==> src/rtl/muldiv_pkg.sv <==
// Shared types for the RV32M issue/writeback sequencer: funct3 ops, FSM states,
// and the request FIFO entry.
package muldiv_pkg;

  localparam int MULDIV_N   = 16;
  localparam int MULDIV_RDW = 5;

  typedef enum logic [2:0] {
    OP_MUL    = 3'd0,
    OP_MULH   = 3'd1,
    OP_MULHSU = 3'd2,
    OP_MULHU  = 3'd3,
    OP_DIV    = 3'd4,
    OP_DIVU   = 3'd5,
    OP_REM    = 3'd6,
    OP_REMU   = 3'd7
  } muldiv_op_e;

  typedef enum logic [1:0] {
    ST_IDLE  = 2'd0,
    ST_ISSUE = 2'd1,
    ST_BUSY  = 2'd2,
    ST_WB    = 2'd3
  } muldiv_state_e;

  typedef struct packed {
    muldiv_op_e              funct3;
    logic [MULDIV_N-1:0]     ra;
    logic [MULDIV_N-1:0]     rb;
    logic [MULDIV_RDW-1:0]   rd;
  } muldiv_req_t;

  // Bit k of the result selects the op whose funct3 encoding is k
  function automatic logic [7:0] op_onehot(input muldiv_op_e op);
    return 8'd1 << op;
  endfunction

endpackage

==> src/rtl/muldiv_req_fifo.sv <==
// Synchronous request FIFO with occupancy count; push is refused when full,
// pop is ignored when empty.
module muldiv_req_fifo
  import muldiv_pkg::*;
#(
  parameter int  DEPTH = 4,
  parameter type T     = muldiv_req_t
) (
  input  logic                   clk_i,
  input  logic                   rst_i,
  input  logic                   i_push,
  input  T                       i_data,
  input  logic                   i_pop,
  output T                       o_head,
  output logic [$clog2(DEPTH):0] o_count,
  output logic                   o_full,
  output logic                   o_empty
);

  localparam int AW = $clog2(DEPTH);

  T              r_mem [DEPTH];
  logic [AW-1:0] r_wr_ptr;
  logic [AW-1:0] r_rd_ptr;
  logic [AW:0]   r_count;
  logic          w_push;
  logic          w_pop;

  assign o_full  = (r_count == (AW+1)'(DEPTH));
  assign o_empty = (r_count == '0);
  assign o_count = r_count;
  assign o_head  = r_mem[r_rd_ptr];
  assign w_push  = i_push && !o_full;
  assign w_pop   = i_pop && !o_empty;

  always_ff @(posedge clk_i) begin
    if (rst_i) begin
      r_wr_ptr <= '0;
      r_rd_ptr <= '0;
      r_count  <= '0;
    end else begin
      if (w_push) r_wr_ptr <= r_wr_ptr + AW'(1);
      if (w_pop)  r_rd_ptr <= r_rd_ptr + AW'(1);
      case ({w_push, w_pop})
        2'b10:   r_count <= r_count + (AW+1)'(1);
        2'b01:   r_count <= r_count - (AW+1)'(1);
        default: r_count <= r_count;
      endcase
    end
  end

  // Storage carries no reset; validity is tracked by the pointers and count
  always_ff @(posedge clk_i) begin
    if (w_push) r_mem[r_wr_ptr] <= i_data;
  end

endmodule

==> src/rtl/muldiv_issue.sv <==
// Issue/writeback sequencer in front of the mul/div unit: queues RV32M requests,
// issues them one at a time with a single-cycle valid, and holds results for writeback.
module muldiv_issue
  import muldiv_pkg::*;
#(
  parameter int N     = 16,
  parameter int DEPTH = 4,
  parameter int RDW   = 5
) (
  input  logic           clk_i,
  input  logic           rst_i,
  input  logic           req_valid_i,
  output logic           req_ready_o,
  input  logic [2:0]     req_funct3_i,
  input  logic [N-1:0]   req_ra_i,
  input  logic [N-1:0]   req_rb_i,
  input  logic [RDW-1:0] req_rd_i,
  output logic           valid_o,
  output logic           inst_mul_o,
  output logic           inst_mulh_o,
  output logic           inst_mulhsu_o,
  output logic           inst_mulhu_o,
  output logic           inst_div_o,
  output logic           inst_divu_o,
  output logic           inst_rem_o,
  output logic           inst_remu_o,
  output logic [N-1:0]   operand_ra_o,
  output logic [N-1:0]   operand_rb_o,
  input  logic           stall_i,
  input  logic           ready_i,
  input  logic [N-1:0]   result_i,
  output logic           wb_valid_o,
  input  logic           wb_ready_i,
  output logic [RDW-1:0] wb_rd_o,
  output logic [N-1:0]   wb_data_o
);

  typedef struct packed {
    muldiv_op_e     funct3;
    logic [N-1:0]   ra;
    logic [N-1:0]   rb;
    logic [RDW-1:0] rd;
  } req_t;

  req_t                   w_req;
  req_t                   w_head;
  logic [$clog2(DEPTH):0] w_count;
  logic                   w_full;
  logic                   w_empty;
  logic                   w_pop;
  logic                   w_unused;

  muldiv_state_e  r_state;
  logic [7:0]     r_op;
  logic [N-1:0]   r_ra;
  logic [N-1:0]   r_rb;
  logic [RDW-1:0] r_rd;
  logic [RDW-1:0] r_wb_rd;
  logic [N-1:0]   r_wb_data;

  assign w_req.funct3 = muldiv_op_e'(req_funct3_i);
  assign w_req.ra     = req_ra_i;
  assign w_req.rb     = req_rb_i;
  assign w_req.rd     = req_rd_i;
  assign w_unused     = ^w_count;

  muldiv_req_fifo #(
    .DEPTH (DEPTH),
    .T     (req_t)
  ) u_fifo (
    .clk_i   (clk_i),
    .rst_i   (rst_i),
    .i_push  (req_valid_i),
    .i_data  (w_req),
    .i_pop   (w_pop),
    .o_head  (w_head),
    .o_count (w_count),
    .o_full  (w_full),
    .o_empty (w_empty)
  );

  assign req_ready_o = !w_full;
  assign w_pop       = (r_state == ST_IDLE) && !w_empty && !stall_i;

  // valid must drop in the same cycle the unit stalls, so it is gated by stall_i
  assign valid_o       = (r_state == ST_ISSUE) && !stall_i;
  assign inst_mul_o    = r_op[0] & valid_o;
  assign inst_mulh_o   = r_op[1] & valid_o;
  assign inst_mulhsu_o = r_op[2] & valid_o;
  assign inst_mulhu_o  = r_op[3] & valid_o;
  assign inst_div_o    = r_op[4] & valid_o;
  assign inst_divu_o   = r_op[5] & valid_o;
  assign inst_rem_o    = r_op[6] & valid_o;
  assign inst_remu_o   = r_op[7] & valid_o;
  assign operand_ra_o  = r_ra;
  assign operand_rb_o  = r_rb;
  assign wb_valid_o    = (r_state == ST_WB);
  assign wb_rd_o       = r_wb_rd;
  assign wb_data_o     = r_wb_data;

  always_ff @(posedge clk_i) begin
    if (rst_i) begin
      r_state   <= ST_IDLE;
      r_op      <= 8'd0;
      r_ra      <= '0;
      r_rb      <= '0;
      r_rd      <= '0;
      r_wb_rd   <= '0;
      r_wb_data <= '0;
    end else begin
      case (r_state)
        ST_IDLE: begin
          if (w_pop) begin
            r_op    <= op_onehot(w_head.funct3);
            r_ra    <= w_head.ra;
            r_rb    <= w_head.rb;
            r_rd    <= w_head.rd;
            r_state <= ST_ISSUE;
          end
        end
        ST_ISSUE: begin
          if (!stall_i) r_state <= ST_BUSY;
        end
        ST_BUSY: begin
          // Writes to x0 complete silently
          if (ready_i) begin
            if (r_rd != '0) begin
              r_wb_rd   <= r_rd;
              r_wb_data <= result_i;
              r_state   <= ST_WB;
            end else begin
              r_state <= ST_IDLE;
            end
          end
        end
        ST_WB: begin
          if (wb_ready_i) r_state <= ST_IDLE;
        end
        default: r_state <= ST_IDLE;
      endcase
    end
  end

endmodule

==> config.mk <==
export PLATFORM = sky130hd
export DESIGN_NAME = muldiv_issue
export DESIGN_NICKNAME = d
export VERILOG_FILES = /design/src/rtl/muldiv_pkg.sv /design/src/rtl/muldiv_req_fifo.sv /design/src/rtl/muldiv_issue.sv
export SDC_FILE = /design/constraint.sdc
export NUM_CORES = 1
export LEC_CHECK = 0
export BUFFER_PORTS_ARGS = -buffer_cell sky130_fd_sc_hd__buf_2
export CAP_MARGIN = 30
export CORE_ASPECT_RATIO = 1.75
export CORE_UTILIZATION = 35
export DETAILED_ROUTE_END_ITERATION = 16
export PLACE_DENSITY = 0.61
export SLEW_MARGIN = 20
export SYNTH_ARGS = -nofsm -noshare
export SYNTH_HDL_FRONTEND = slang
export SYNTH_SLANG_ARGS = --single-unit
==> constraint.sdc <==
create_clock -name clk_i -period 2.3 [get_ports clk_i]
set_input_delay 0.46 -clock clk_i [delete_from_list [all_inputs] [get_ports clk_i]]
set_output_delay 0.46 -clock clk_i [all_outputs]
set_load 0.005 [all_outputs]
* After elaboration in Yosys (flattened, before gate mapping)
Memories as Yosys holds them, arrays and structs flattened. A register that Yosys moved wholly into a read port is not among the register bits.
Index checks and enable logic that the tools add are counted.
** Word-level totals
- Bits in registers :: 75
- Latch bits :: 0
- Memory bits (writable) :: 160
- ROM bits :: 0
- Output and inout port bits :: 64
- Word-level logic and storage cells :: 60
- Memories :: 1
** Memories
- u_fifo.r_mem :: depth 4, width 40, read ports 1, clocked after Yosys merged registers in 1, wr ports 1, line muldiv_req_fifo.sv:22 : T r_mem [DEPTH];
** Cells by class
- Add/sub/neg operators :: 4
- Multiply operators :: 0
- Divide/modulo/power cells :: 0
- $lt $le $gt $ge :: 0
- Equality and inequality tests :: 10
- Shift-type cells :: 1
- Muxes and demuxes :: 11
- Bitwise gates (word level) :: 8
- Reductions and logical operators :: 15
** Operators with widths (number)
- 2-to-1 mux 2 bit :: 7
- AND 1 bit :: 8
- one-hot mux 2 bit (4 select lines) :: 1
- left shift 1 x 3 -> 8 bit, first input constant :: 1
- == test 2 bit, second input constant :: 3
- one-hot mux 3 bit (2 select lines) :: 1
- logical AND 1 bit :: 5
- nonzero test 5 bit :: 1
- adder 2 x 1 -> 2 bit, second input constant :: 2
- == test 2 x 1 -> 1 bit, second input constant :: 2
- inequality test 2 x 1 -> 1 bit, second input constant :: 2
- inequality test 2 bit, second input constant :: 2
- AND reduction 4 bit :: 1
- adder 3 x 1 -> 3 bit, second input constant :: 1
- == test 3 bit, second input constant :: 1
- logical NOT 1 bit :: 3
- logical NOT 3 bit :: 1
- AND reduction 3 bit :: 1
- subtractor 3 x 1 -> 3 bit, second input constant :: 1
- logical NOT 2 bit :: 1
- 2-to-1 mux 1 bit :: 2
- AND reduction 2 bit :: 1
- nonzero test 2 bit :: 1

* Depth between registers and ports, before layout
Gate-level depths: netlist of run 1.
- Depth after elaboration :: 7
- Mapped depth :: 10
- Mapped depth without buffers :: 9

* Cells and area by module
Synthesis of run 1 repeated with hierarchy kept, for this count alone.
** Second synthesis, totals
- Cells, all modules :: 578
- Area total of the unflattened synthesis :: 9008.6 µm²
** By module, submodules not included
- muldiv_req_fifo :: times used 1, cells each 263, area an instance 6304.8 µm², seq. area each 4984.8 µm²
- muldiv_issue :: times used 1, cells each 315, area an instance 2703.8 µm², seq. area each 1361.3 µm²

* Least setup slack after synthesis of run 1
Ideal clock, no wire load.
- Path type :: input to register
- Start :: input port stall_i
- End :: register u_fifo.r_count[2] (netlist: u_fifo.o_count[2])
- Arrival :: 2419 ps
- Data required time :: 2230 ps
- Path slack :: -189 ps
- Cell stages on the path :: 10
- Path buffers :: 1
- Path through :: nor3_1 > nand2b_1 > inv_2 > buf_1 > ha_1 > inv_1 > fa_1 > xor2_1 > or3_1 > a21oi_1
** On the way
- Word-level cells in the longest chain between the ends :: 5
- Elaborated cells on any way between the ends :: 7
** RTL lines
- start: declaration :: line muldiv_issue.sv:29 : input logic stall_i,
- logical NOT 1 bit (*)
- logical AND 1 bit (*) :: line muldiv_issue.sv:83 : assign w_pop = (r_state == ST_IDLE) && !w_empty && !stall_i;
- logical AND 1 bit (*) :: line muldiv_req_fifo.sv:34 : assign w_pop = i_pop && !o_empty;
- net u_fifo.w_pop :: line muldiv_req_fifo.sv:27 : logic w_pop;
- == test 2 x 1 -> 1 bit or == test 2 bit (tied branches) :: line muldiv_req_fifo.sv:44 : case ({w_push, w_pop})
- one-hot mux 3 bit (2 select lines) or nonzero test 2 bit (tied branches)
- end signal: assignment :: line muldiv_req_fifo.sv:45 : 2'b10: r_count <= r_count + (AW+1)'(1);
- end signal: assignment :: line muldiv_req_fifo.sv:46 : 2'b01: r_count <= r_count - (AW+1)'(1);
- end signal: assignment :: line muldiv_req_fifo.sv:47 : default: r_count <= r_count;
- end: declaration :: line muldiv_req_fifo.sv:25 : logic [AW:0] r_count;
The timed path passes the listed nets; every way through them passes the cells marked *.
A chain may end at the register's enable or synchronous reset.

* Final worst setup path of run 1
- Start :: register u_fifo.r_count[1] (netlist: u_fifo.o_count[1])
- End :: register u_fifo.r_count[2] (netlist: u_fifo.o_count[2])
** On the way
- Word-level cells in the longest chain between the ends :: 7
- Elaborated cells on any way between the ends :: 14
** RTL lines
- logical NOT 3 bit :: line muldiv_req_fifo.sv:30 : assign o_empty = (r_count == '0);
- logical NOT 1 bit :: line muldiv_req_fifo.sv:34, muldiv_issue.sv:83
- logical AND 1 bit (2 in a row) :: line muldiv_issue.sv:83
- logical AND 1 bit :: line muldiv_req_fifo.sv:34
- == test 2 x 1 -> 1 bit or == test 2 bit (tied branches) :: line muldiv_req_fifo.sv:44
- one-hot mux 3 bit (2 select lines) or nonzero test 2 bit (tied branches)
Several ways; a longest one is shown, not always the timed one.

==> results of run 1 <==
-- worst max-delay path, cell delays in order (launching register included) --
cell and delay (ps):
dfxtp_2 340, or3b_4 360, and2_1 190, inv_2 60, ha_2 170, inv_1 60, fa_2 380, xor2_1 160
or3_1 300, a21oi_1 130
-- power by group through the flow --
stage	registers, W	logic, W	clock network [W]
finish	0.00540	0.00239	0.00418
global route	0.00546	0.00266	0.00443
CTS	0.00541	0.00244	0.00429
detailed placement	0.00550	0.00243	0
global placement	0.00547	0.00238	0
floorplan	0.00540	0.00167	0
-- cell usage in the layout, fill, tap and decap left out, types with 2 or more instances in the layout --
cell type,netlist,layout
buf_2,7,125
bufinv_16,0,7
diode_2,0,2
nor3_1,3,2
ha_1,5,4
clkinv_2,0,2
nand2_1,85,85
buf_4,1,16
a21oi_1,51,51
mux2i_1,21,21
or4b_1,2,2
inv_2,1,2
and3_2,0,4
and3_1,12,8
buf_12,0,5
clkbuf_16,0,23
dfxtp_2,0,2
xnor2_1,2,2
nand4b_1,3,3
xor2_1,3,3
inv_1,7,6
clkinv_4,0,2
edfxtp_1,160,160
clkinv_1,0,3
nor2_1,31,30
mux4_2,40,40
dfxtp_1,77,74
and2_1,3,3
nand3_1,2,2
nand3b_1,3,3
-- routing by layer --
| layer | GRT usage | up-vias |
|---|---|---|
| li1 | - | 2329 |
| met1 | 0.155 | 2441 |
| met2 | 0.265 | 128 |
| met3 | 0.0241 | 40 |
| met4 | 0.0690 | 2 |
| met5 | 0 | - |
-- final timing paths --
check	end	cells past startpoint	slack [ps]
min	u_fifo.r_mem[1][20]	1	160
max reg2reg	u_fifo.o_count[2]	9	90
max	u_fifo.o_count[2]	9	90
min reg2reg	r_op[1]	2	450
-- state kept, by name (all words and copies together), names as in the netlist, named ones only --
name	count
operand_ra_o	16
r_rd	5
u_fifo.o_count	3
r_op	8
u_fifo.r_mem	160
wb_rd_o	5
r_state	2
wb_data_o	16
u_fifo.r_wr_ptr	2
operand_rb_o	16
u_fifo.r_rd_ptr	2
-- metrics by stage --
| stage | worst slack, ps | cells |
|---|---|---|
| floorplan | 23.8 | 551 |
| finish | 88.4 | 1016 |
| CTS | 2.52 | 1013 |
| global placement | 65.5 | 973 |
| global route | 13.2 | 1014 |
| detailed placement | 26.6 | 973 |
-- synthesized netlist by cell type --
library cell / instances
nand3_1: 2
buf_1: 9
nand2_1: 85
clkbuf_1: 13
mux2i_1: 21
edfxtp_1: 160
xor2_1: 3
or4b_1: 2
nand2b_1: 1
mux4_2: 40
a21oi_1: 51
or3_1: 1
buf_4: 1
and2_1: 3
nand4_1: 1
a211oi_1: 1
inv_2: 1
nor3_1: 3
o21ai_0: 1
xnor2_1: 2
buf_2: 7
a21o_1: 1
ha_1: 5
or3b_1: 1
nand3b_1: 3
nand4b_1: 3
a31oi_1: 1
nor2_1: 31
inv_1: 7
dfxtp_1: 77
and3_1: 12
fa_1: 1
buf_6: 1
-- cell families after synthesis --
logic type / share of synthesized area
and+or+nand+nor: 0.0749
buffers and inverters: 0.0192
DFF: 0.731
AOI/OAI and AO/OA: 0.0324
muxes: 0.128
adders and majority gates: 0.00951
xor gates and xnor gates: 0.00504
-- area by class of cell --
cell class,count,area [um2],area share
flip-flops and latches,237,6350,0.596
multi-input cells,275,2190,0.206
repair buffers,146,846,0.0794
clock buffers,25,593,0.0556
well taps,308,385,0.0362
clock inverters,15,254,0.0238
inverters,8,30.0,0.00282
diodes,2,5.00,0.000470
-- timing repair --
| item | 4_1_cts | 5_1_grt |
|---|---|---|
| buffers inserted | 0 | 1 |
| pin swaps | 0 | 1 |
| resized for setup | 2 | 3 |
| endpoints found under the setup margin | 1 | 2 |
==> impl_metrics.json, run 1 <==
{
  "fin_nets": 758,
  "fillers": 2156,
  "peakVddDrop_uv": 418,
  "drv_slew": 0,
  "cp-end-kind": "flip-flop",
  "netlist.area_leader.share": 0.553,
  "p_seq_frac": 0.451,
  "grt_setup_unrepaired": "false",
  "setup_violations": 0,
  "fin_tns_setup_ps": 0,
  "fin_crit_sh": 0.962,
  "path_class": "flip-flop to flip-flop",
  "finalHoldViolCount": 0,
  "totalWireLength_mm": 17.9,
  "fin_util": 0.440,
  "route.met2.wl_mm": 9.68,
  "worstHoldPathType": "primary input to flip-flop",
  "yosysUniqueCellTypes": 33,
  "min_period_ps": 2210,
  "synth_area_um2": 8680,
  "initial_core_util": 0.359,
  "wl_met1_mm": 6.73,
  "power.switching_w": 0.00311,
  "outcome": "completed",
  "syn_inst": 551,
  "via_per_inst": 4.86,
  "avgSynthCellArea_um2": 15.8,
  "chipHeight_um": 210,
  "yosysTopAreaCell": "edfxtp_1",
  "grt_overflow": 0,
  "maxCapViolCount": 0,
  "cts.sinks": 237,
  "post_drt_wl_per_cell_um": 17.6,
  "grt_max_degree": 53,
  "ys_warn_count": 0,
  "ys_seq_elements": 237,
  "relSlewSlack": 0.618,
  "power.total_w": 0.0120,
  "tightest_slew_ps": 573,
  "highest_layer": "met5",
  "cts_buffers": 22,
  "p_int_w": 0.00887,
  "cp.required_ps": 2740,
  "syn_nets": 619,
  "cts_tree": "done",
  "core_area_um2": 24200,
  "p_clk_frac": 0.349,
  "p_leak_nw": 4.01,
  "port_buffers": 125,
  "holdWs_ps": 160,
  "switching_share": 0.260,
  "clk_latency_ps": 510,
  "drtIter0Drc": 299,
  "htreeDepth": 1,
  "area_delta_synth_final_pct": 22.8,
  "drive_gt1_frac": 0.336,
  "cp-start-kind": "flip-flop",
  "cts-root-buf": "clkbuf_16",
  "clock_skew_ps": 13.5,
  "arrival_ps": 2650,
  "postCtsHoldBufs": 0,
  "wl_met3_um": 844,
  "hp-start": "req_rb_i[15]",
  "p_per_area_nw_per_um2": 1120,
  "die_x_um": 121,
  "final_antenna_net_count": 0,
  "place_hpwl_mm": 11.4,
  "finalInstanceArea_um2": 10700,
  "first_global_vias": 5271,
  "grt_pass1_wl_mm": 27.8,
  "comb_power_share": 0.200,
  "dpl_cell_area_um2": 9790,
  "fp-row-count": 75,
  "antenna_found_initial": 2,
  "num_vias": 4940,
  "cp_max_fo": 4,
  "grt_usage": 0.143,
  "drc": 0,
  "synth_seq_area_share": 0.731,
  "rr_startpoint": "u_fifo.o_count[1]",
  "drtPass1Iterations": 4,
  "cts_max_path_buffers": 3,
  "yosys-top-cells-area": "edfxtp_1 (55%), dfxtp_1 (18%), mux4_2 (10%)",
  "worstSetupStartpoint": "u_fifo.o_count[1]",
  "fmax_ghz": 0.452,
  "clk_pin_slew_ps": 70,
  "ioPinCount": 126,
  "die_area_um2": 25500,
  "gp_congestion": 0.755
}
Note: power is estimated with default switching activity, not from simulation.
==> run 2: changes to the inputs <==
PLACE_DENSITY = 0.53   (was 0.61)
SETUP_SLACK_MARGIN = 0.1   (was unset)
==> run 2 against run 1 <==
Clock skew grew 1.0 ps. Maximum frequency increased by 1.2%. Worst hold slack worse by 3.2 ps. Sequential share of layout area up 0.68 points. Total power is 4.4% lower. Register-to-register slack improved by 30 ps. Clock power is 13% lower. Die area unchanged. Via count is 1.2% higher. Global-route usage up 0.38 points. Worst setup slack improved by 27 ps. First-iteration DRC count is 16% lower. Largest power group unchanged.
==> impl_metrics.json, run 2 (synthesized netlist as in run 1, its figures left out) <==
{
  "drtPass1Iterations": 4,
  "fin_nets": 757,
  "grt_overflow": 0,
  "cp.required_ps": 2750,
  "area_delta_synth_final_pct": 21.4,
  "cts_max_path_buffers": 3,
  "cp-start-kind": "flip-flop",
  "totalWireLength_mm": 18.2,
  "grt_pass1_wl_mm": 28.4,
  "num_vias": 4999,
  "die_area_um2": 25500,
  "fin_crit_sh": 0.950,
  "place_hpwl_mm": 10.9,
  "drive_gt1_frac": 0.335,
  "finalHoldViolCount": 0,
  "place_ws_ps": 2.49,
  "cp-end-kind": "flip-flop",
  "clk_latency_ps": 510,
  "drtIter0Drc": 251,
  "clk_pin_slew_ps": 60,
  "chipHeight_um": 210,
  "cts.sinks": 237,
  "first_global_vias": 5278,
  "regMostFlops": "u_fifo.r_mem",
  "outcome": "completed",
  "port_buffers": 125,
  "post_drt_wl_per_cell_um": 18.0,
  "relSlewSlack": 0.557,
  "dp_cells": 969,
  "fin_tns_setup_ps": 0,
  "setup_violations": 0,
  "final_antenna_net_count": 0,
  "cts-root-buf": "clkbuf_16",
  "instances_no_fill": 1014,
  "cts_tree": "done",
  "drc": 0,
  "gp_congestion": 0.717,
  "core_area_um2": 24200,
  "tightest_slew_ps": 665,
  "path_class": "flip-flop to flip-flop",
  "grt_max_degree": 49,
  "clock_skew_ps": 14.5,
  "grt_usage": 0.147,
  "layout_commonest_cell": "edfxtp_1",
  "min_period_ps": 2180,
  "fp-row-count": 75,
  "via_per_inst": 4.93,
  "peakVddDrop_uv": 712,
  "power.total_w": 0.0115,
  "cp_max_fo": 3,
  "drv_slew": 0,
  "p_leak_nw": 3.95,
  "most-common-layout-cells": "edfxtp_1 (160), buf_2 (125), nand2_1 (85)",
  "initial_core_util": 0.359,
  "die_x_um": 121,
  "ioPinCount": 126,
  "arrival_ps": 2630,
  "finalWorstSetupSlack_ps": 115,
  "worstHoldPathType": "primary input to flip-flop",
  "largest_reg_flops": 160,
  "maxCapViolCount": 0,
  "cts_buffers": 23,
  "grt_setup_unrepaired": "true",
  "p_per_area_nw_per_um2": 1090,
  "fmax_ghz": 0.458,
  "htreeDepth": 1,
  "antenna_found_initial": 2
}
## run 2: changes by cell type in the layout (fill, tap and decap cells not counted), moves of 2 or more
cell and delta:
bufinv_16 -6, clkinv_1 -2, clkbuf_8 +2, clkinvlp_4 +2, clkbuf_1 +5, clkinv_4 -2
buf_4 -2
## run 2: path summary, 6_finish.rpt
path / startpoint / endpoint / slack, ps / cells past startpoint
min reg2reg: operand_ra_o[9] / operand_ra_o[9] / 450 / 2
min: req_ra_i[12] / u_fifo.r_mem[1][33] / 160 / 1
max: u_fifo.o_count[0] / u_fifo.o_count[2] / 120 / 9
max reg2reg: u_fifo.o_count[0] / u_fifo.o_count[2] / 120 / 9
## run 2: power breakdown
part	internal [W]	switching (W)	total, W	leakage (nW)
clock	0.00207	0.00156	0.00363	0.351
sequential	0.00512	0.000275	0.00540	2.10
combinational	0.00112	0.00130	0.00242	1.50
total	0.00831	0.00314	0.0115	3.95
## run 2: timing repair
action,CTS,global route
pin swaps,2,3
buffers inserted,1,2
gates resized for setup,3,4
endpoints found under the setup margin,10,1
hold buffers,0,0
## run 2: cell type report
cell class                 instances  area (um2)
multi-input combinational        275        2210
clock buffer                      32         639
fill                            2260       13700
inverter                           8        32.5
tap                              308         385
timing repair buffer             144         831
clock inverter                     9        88.8
antenna                            1        2.50
sequential                       237        6360
## run 2: worst max-delay path: stages (launching register included)
cell     delay, ps
dfxtp_4        340
or3b_4         390
and2_4         170
inv_4           60
ha_4           120
inv_1           50
fa_2           330
xor2_1         160
or3_1          360
a21oi_2        130
## run 2: per-layer routing
layer	track usage	share of wire	vias to the layer above
met5	0	0.00071	-
met4	0.0528	0.025	2
met3	0.0284	0.053	33
met2	0.272	0.53	140
met1	0.165	0.39	2500
li1	-	-	2324
## run 2: metrics by stage
step	util	hold WS (ps)	area, um2
after global placement	0.404	443	9770
final	0.436	157	10500
after global routing	0.435	148	10500
after detailed placement	0.404	449	9770
after CTS	0.434	138	10500
after floorplan	-	432	8710
